`src/rtl/vecrec_pkg.sv`:
```
// Shared types for the vector capture block.
//   vecrec_state_t : sweep FSM states
//   count_width()  : width of the per-sweep record counter (IW+1, holds 2^IW)
package vecrec_pkg;

   typedef enum logic [2:0] {
      StIdle,
      StDrive,
      StSample,
      StDrain,
      StDone
   } vecrec_state_t;

   function automatic int unsigned count_width(input int unsigned iw);
      return iw + 1;
   endfunction

endpackage

```
`src/rtl/rec_fifo.sv`:
```
// Synchronous record FIFO.
//   clk, reset : clock, synchronous active-high reset (flushes contents)
//   push, din  : write request and data; ignored when full
//   pop        : read request; ignored when empty
//   dout       : head entry (undefined content when empty)
//   full,empty : status from the occupancy register
module rec_fifo #(
   parameter int unsigned W     = 5,
   parameter int unsigned DEPTH = 4
) (
   input  logic         clk,
   input  logic         reset,
   input  logic         push,
   input  logic         pop,
   input  logic [W-1:0] din,
   output logic [W-1:0] dout,
   output logic         full,
   output logic         empty
);

   localparam int unsigned AW = $clog2(DEPTH);
   localparam logic [AW:0] FullOcc = DEPTH[AW:0];
   localparam logic [AW:0] OccOne  = 1;
   localparam logic [AW-1:0] PtrOne = 1;

   logic [W-1:0]  mem_q [DEPTH];
   logic [AW-1:0] wr_ptr_q, wr_ptr_d;
   logic [AW-1:0] rd_ptr_q, rd_ptr_d;
   logic [AW:0]   occ_q, occ_d;
   logic          push_en, pop_en;

   assign full  = (occ_q == FullOcc);
   assign empty = (occ_q == '0);
   assign dout  = mem_q[rd_ptr_q];

   // Full/empty come from registered occupancy, so a pop never frees a slot
   // for a push in the same cycle.
   assign push_en = push && !full;
   assign pop_en  = pop && !empty;

   always_comb begin
      wr_ptr_d = wr_ptr_q;
      rd_ptr_d = rd_ptr_q;
      occ_d    = occ_q;
      if (push_en) wr_ptr_d = wr_ptr_q + PtrOne;
      if (pop_en)  rd_ptr_d = rd_ptr_q + PtrOne;
      unique case ({push_en, pop_en})
         2'b10:   occ_d = occ_q + OccOne;
         2'b01:   occ_d = occ_q - OccOne;
         default: occ_d = occ_q;
      endcase
   end

   always_ff @(posedge clk) begin
      if (reset) begin
         wr_ptr_q <= '0;
         rd_ptr_q <= '0;
         occ_q    <= '0;
      end else begin
         wr_ptr_q <= wr_ptr_d;
         rd_ptr_q <= rd_ptr_d;
         occ_q    <= occ_d;
      end
   end

   // Storage needs no reset: the head is masked whenever the FIFO is empty.
   always_ff @(posedge clk) begin
      if (push_en) mem_q[wr_ptr_q] <= din;
   end

endmodule

```
`src/rtl/vector_capture.sv`:
```
// Test-vector writer: sweeps all 2^IW DUT inputs, samples the DUT output one
// settle cycle later and streams {dut_a, dut_y} records over valid/ready.
//   clk, reset : clock, synchronous active-high reset
//   start      : begin a sweep (IDLE only)
//   dut_a      : stimulus to the DUT
//   dut_y      : DUT response
//   rec_data   : record {dut_a, dut_y}, zero when rec_valid is low
//   rec_valid  : record available
//   rec_ready  : consumer accepts the record
//   busy       : FSM not idle
//   done       : one-cycle pulse at sweep completion
//   count      : records pushed in the current sweep
module vector_capture
   import vecrec_pkg::*;
#(
   parameter int unsigned IW    = 4,
   parameter int unsigned OW    = 1,
   parameter int unsigned DEPTH = 4
) (
   input  logic                          clk,
   input  logic                          reset,
   input  logic                          start,
   output logic [IW-1:0]                 dut_a,
   input  logic [OW-1:0]                 dut_y,
   output logic [IW+OW-1:0]              rec_data,
   output logic                          rec_valid,
   input  logic                          rec_ready,
   output logic                          busy,
   output logic                          done,
   output logic [count_width(IW)-1:0]    count
);

   localparam int unsigned CW = count_width(IW);
   localparam int unsigned RW = IW + OW;
   localparam logic [CW-1:0] CountOne = 1;
   localparam logic [IW-1:0] AOne     = 1;

   vecrec_state_t state_q, state_d;
   logic [IW-1:0] dut_a_q, dut_a_d;
   logic [CW-1:0] count_q, count_d;
   logic          busy_q, busy_d;
   logic          done_q, done_d;

   logic          fifo_push, fifo_pop, fifo_full, fifo_empty;
   logic [RW-1:0] fifo_dout;

   rec_fifo #(
      .W     (RW),
      .DEPTH (DEPTH)
   ) u_fifo (
      .clk   (clk),
      .reset (reset),
      .push  (fifo_push),
      .pop   (fifo_pop),
      .din   ({dut_a_q, dut_y}),
      .dout  (fifo_dout),
      .full  (fifo_full),
      .empty (fifo_empty)
   );

   assign rec_valid = !fifo_empty;
   assign rec_data  = rec_valid ? fifo_dout : '0;
   assign fifo_pop  = rec_valid && rec_ready;

   assign dut_a = dut_a_q;
   assign count = count_q;
   assign busy  = busy_q;
   assign done  = done_q;

   always_comb begin
      state_d   = state_q;
      dut_a_d   = dut_a_q;
      count_d   = count_q;
      fifo_push = 1'b0;
      unique case (state_q)
         StIdle: begin
            if (start) begin
               dut_a_d = '0;
               count_d = '0;
               state_d = StDrive;
            end
         end
         StDrive: state_d = StSample;
         StSample: begin
            if (!fifo_full) begin
               fifo_push = 1'b1;
               count_d   = count_q + CountOne;
               // Last vector holds dut_a rather than wrapping to zero.
               if (dut_a_q == '1) begin
                  state_d = StDrain;
               end else begin
                  dut_a_d = dut_a_q + AOne;
                  state_d = StDrive;
               end
            end
         end
         StDrain: begin
            if (fifo_empty) state_d = StDone;
         end
         StDone:  state_d = StIdle;
         default: state_d = StIdle;
      endcase
      // Registered status follows the state being entered.
      busy_d = (state_d != StIdle);
      done_d = (state_d == StDone);
   end

   always_ff @(posedge clk) begin
      if (reset) begin
         state_q <= StIdle;
         dut_a_q <= '0;
         count_q <= '0;
         busy_q  <= 1'b0;
         done_q  <= 1'b0;
      end else begin
         state_q <= state_d;
         dut_a_q <= dut_a_d;
         count_q <= count_d;
         busy_q  <= busy_d;
         done_q  <= done_d;
      end
   end

endmodule
```
`config.mk`:
```
export PLATFORM = sky130hd
export DESIGN_NAME = vector_capture
export DESIGN_NICKNAME = d
export VERILOG_FILES = /design/src/rtl/vecrec_pkg.sv /design/src/rtl/rec_fifo.sv /design/src/rtl/vector_capture.sv
export SDC_FILE = /design/constraint.sdc
export NUM_CORES = 1
export LEC_CHECK = 0
export ABC_AREA = 1
export BUFFER_PORTS_ARGS = -buffer_cell sky130_fd_sc_hd__buf_2
export CAP_MARGIN = 20
export CORE_UTILIZATION = 45
export CTS_CLUSTER_SIZE = 20
export DETAILED_ROUTE_END_ITERATION = 10
export GPL_TIMING_DRIVEN = 0
export SYNTH_ARGS = -nofsm -noshare
export SYNTH_HDL_FRONTEND = slang
export SYNTH_HIERARCHICAL = 1
export SYNTH_SLANG_ARGS = --single-unit
```
`constraint.sdc`:
```
create_clock -name clk -period 2.4 [get_ports clk]
set_input_delay 0 -clock clk [delete_from_list [all_inputs] [get_ports clk]]
set_output_delay 0 -clock clk [all_outputs]
set_load 0.02 [all_outputs]
```
==> flow_summary.ini <==
[global_routing]
grt_pass1_wl_mm = 6.29
grt_pass1_vias = 1398
antenna_found_initial = 0
grt_overflow = 0
grt_usage_pct = 16.7
grt_max_degree = 14

[setup_path]
critical_path_class = reg -> reg
reg2reg_depth = 15
cp_max_fo = 6
cp-startpoint = u_fifo/occ_q[0]
critPathMaxStageDelay_ns = 0.37
critPathCaptureType = register
critPathTopFamily = simple AND/OR/NAND/NOR gates
arrival_ns = 2.39
crit_slowest_cell = fa_1
required_ns = 2.63
startpoint_type = register
regToRegSetupSlack_ns = 0.25
r2r-start = u_fifo/occ_q[0]
worstPathCellList = inv_2 > nand3_2 > inv_1 > inv_1 > nand2_4 > inv_1 > nand2_1 > ha_1 > inv_1 > fa_1 > nand2_1 > nand3_1 > nand2_1 > inv_1 > nor2_1
path_buf_inv = 6
rr_endpoint = u_fifo/occ_q[2]
crit_top_cell = inv_1

[sta]
final.setup.tns_ns = 0
rsz0062_at_grt = false
slew_viol_final = 0
min_period_ns = 2.15
fmax_mhz = 464
worst_pin_slew_ns = 0.497
finalCritPeriodShare_pct = 89.7
fin_skew_ns = 0.00427
setup_violations = 0
hold_violations = 0
slew_headroom_pct = 66.7
holdWs_ns = 0.130

[floorplanning]
io_pins = 22
core_area_sq_mm = 0.00435
num_rows = 24
start_util_pct = 47.0
dieArea_sq_mm = 0.00483
die-height_microns = 69.5
dieWidth_microns = 69.5

[synth]
ys_warn_count = 6
yosysTopAreaCell = edfxtp_1
synth_top_area_share_pct = 29.3
syn_area_per_cell_sq_um = 8.46
ys_top_cells_by_count = inv_1, nor2_1, nand2_1
yosys.area_share.simple_pct = 24.1
synthTopCellsByArea = edfxtp_1, dfxtp_1, inv_1
yosysSeqAreaShare_pct = 51.8
synth_fa_ha_area_share_pct = 5.25
synthMuxAreaShare_pct = 0
synth-compound-area-share_pct = 8.80
synth-xor-area-share_pct = 0.428
synth_fp_nets = 255
ys_seq_elements = 43
synth-edff-count = 20
synthArstFlopShare_pct = 0
ys_types = 24
ys.flop_type = dfxtp_1
yosysMostFrequentCell = inv_1
synth_top_family_by_area = simple AND/OR/NAND/NOR gates
synthCells = 242
synth_area_sq_mm = 0.00205

[finish]
finalNetCount = 285
n_antenna_cell = 0
area_delta_synth_final_pct = 15.9
drive_above_1_share_pct = 18.7

[detailed_routing]
drtAntennaViolNets = 0
firstDrtPassIters = 4
viasPerCell = 4.64
wl_per_cell_microns = 10.8
drc_errors = 0
drt_iter0_drc = 32
totalWireLength_mm = 3.52
vias = 1509

[place]
io_buffers = 21
dp_hpwl_mm = 2.56
place_congestion = 0.809

[power]
power_density_mw_per_mm2 = 701
max-vdd-ir-drop_mv = 0.449
power.leakage_nw = 1.11

[clock_network]
max-clock-path-buffers = 2
cts_max_level = 2
numCtsBuffers = 5
clkSlewWorstSetupHoldPaths_ns = 0.08
clk_latency_ns = 0.30
cts.sinks = 43
cts-root-buf = clkbuf_8
cts_tree = yes

[worst_hold_path]
hold_depth = 5
hold_class = in -> reg
hp-start = rec_ready

[outcome]
outcome = finished clean

[flow_run]
drv_cap = 0
-- logic make-up after synthesis --
logic type                 after synthesis
buffers and inverters                   51
xor gates and xnor gates                 1
and+or+nand+nor                        105
AOI/OAI and AO/OA                       34
adders and majority gates                8
DFF                                     43
-- worst max path at each step --
stage,to,cells past startpoint
6_report,u_fifo/occ_q[2],15
2_1_floorplan,u_fifo/occ_q[2],16
4_1_cts,u_fifo/occ_q[2],15
5_1_grt,u_fifo/occ_q[2],16
3_5_place_dp,u_fifo/occ_q[2],16
3_3_place_gp,u_fifo/occ_q[2],16
-- flip-flops by register name (all words and copies together) (netlist names), named ones only --
signal           cells
u_fifo/rd_ptr_q      2
u_fifo/wr_ptr_q      2
busy                 1
dut_a                4
count                5
done                 1
u_fifo/mem_q        20
u_fifo/occ_q         3
state_q              3
-- worst min-delay path, cell delays in order --
cell     delay (ns)
buf_2          0.07
inv_1          0.03
nor2_2         0.11
a21oi_1        0.09
nor2_1         0.08
-- final cells by class --
cell class	count	area, sq um
clock inverters	2	60.1
well taps	52	65.1
clock buffers	6	72.6
flip-flops and latches	43	1060
plain buffers	2	12.5
fillers	402	1980
inverters	49	184
repair buffers	23	125
multi-input cells	148	793
-- metrics by stage --
step / area [sq um] / instances / util [%] / setup slack [ns] / total power, mW
floorplan: 2050 / 242 / - / 0.446 / 0.969
global placement: 2220 / 315 / 50.9 / 0.244 / 1.02
detailed placement: 2220 / 315 / 50.9 / 0.240 / 1.02
CTS: 2370 / 325 / 54.5 / 0.223 / 1.68
global route: 2370 / 325 / 54.5 / 0.0108 / 1.75
finish: 2370 / 325 / 54.5 / 0.246 / 1.67
-- per-layer routing --
metal	global-route usage [%]	routed length, microns	part of all wire [%]
met1	21.2	1710	49
met2	26.6	1620	46
met3	4.94	117	3.3
met4	6.80	63	1.8
met5	0	0	0
-- report_power, final --
group	leakage (nW)	total (mW)	internal (mW)	switching, mW
Sequential	0.386	0.810	0.789	0.0213
Clock	0.0654	0.656	0.416	0.241
Combinational	0.664	0.199	0.0674	0.131
-- repair_timing --
item                       4_1_cts  5_1_grt
hold endpoints to repair         8        0
buffers inserted                 0        0
hold buffers                     2        0
gates resized for setup          0        2
setup endpoints to repair        0        1
-- placed cells by master, fill, tap and decap left out, types with 2 or more instances in the layout --
| cell type | instances |
|---|---|
| a21oi_1 | 12 |
| buf_2 | 22 |
| bufinv_16 | 2 |
| clkbuf_8 | 5 |
| dfxtp_1 | 22 |
| dlygate4sd3_1 | 2 |
| edfxtp_1 | 20 |
| ha_1 | 7 |
| inv_1 | 42 |
| inv_2 | 7 |
| nand2_1 | 35 |
| nand2_4 | 2 |
| nand3_1 | 13 |
| nand3_2 | 4 |
| nand4_1 | 5 |
| nor2_1 | 39 |
| nor2_2 | 2 |
| nor2_4 | 3 |
| o21ai_0 | 15 |
| o22ai_1 | 5 |
No activity file was read; power rests on OpenSTA's default activity.
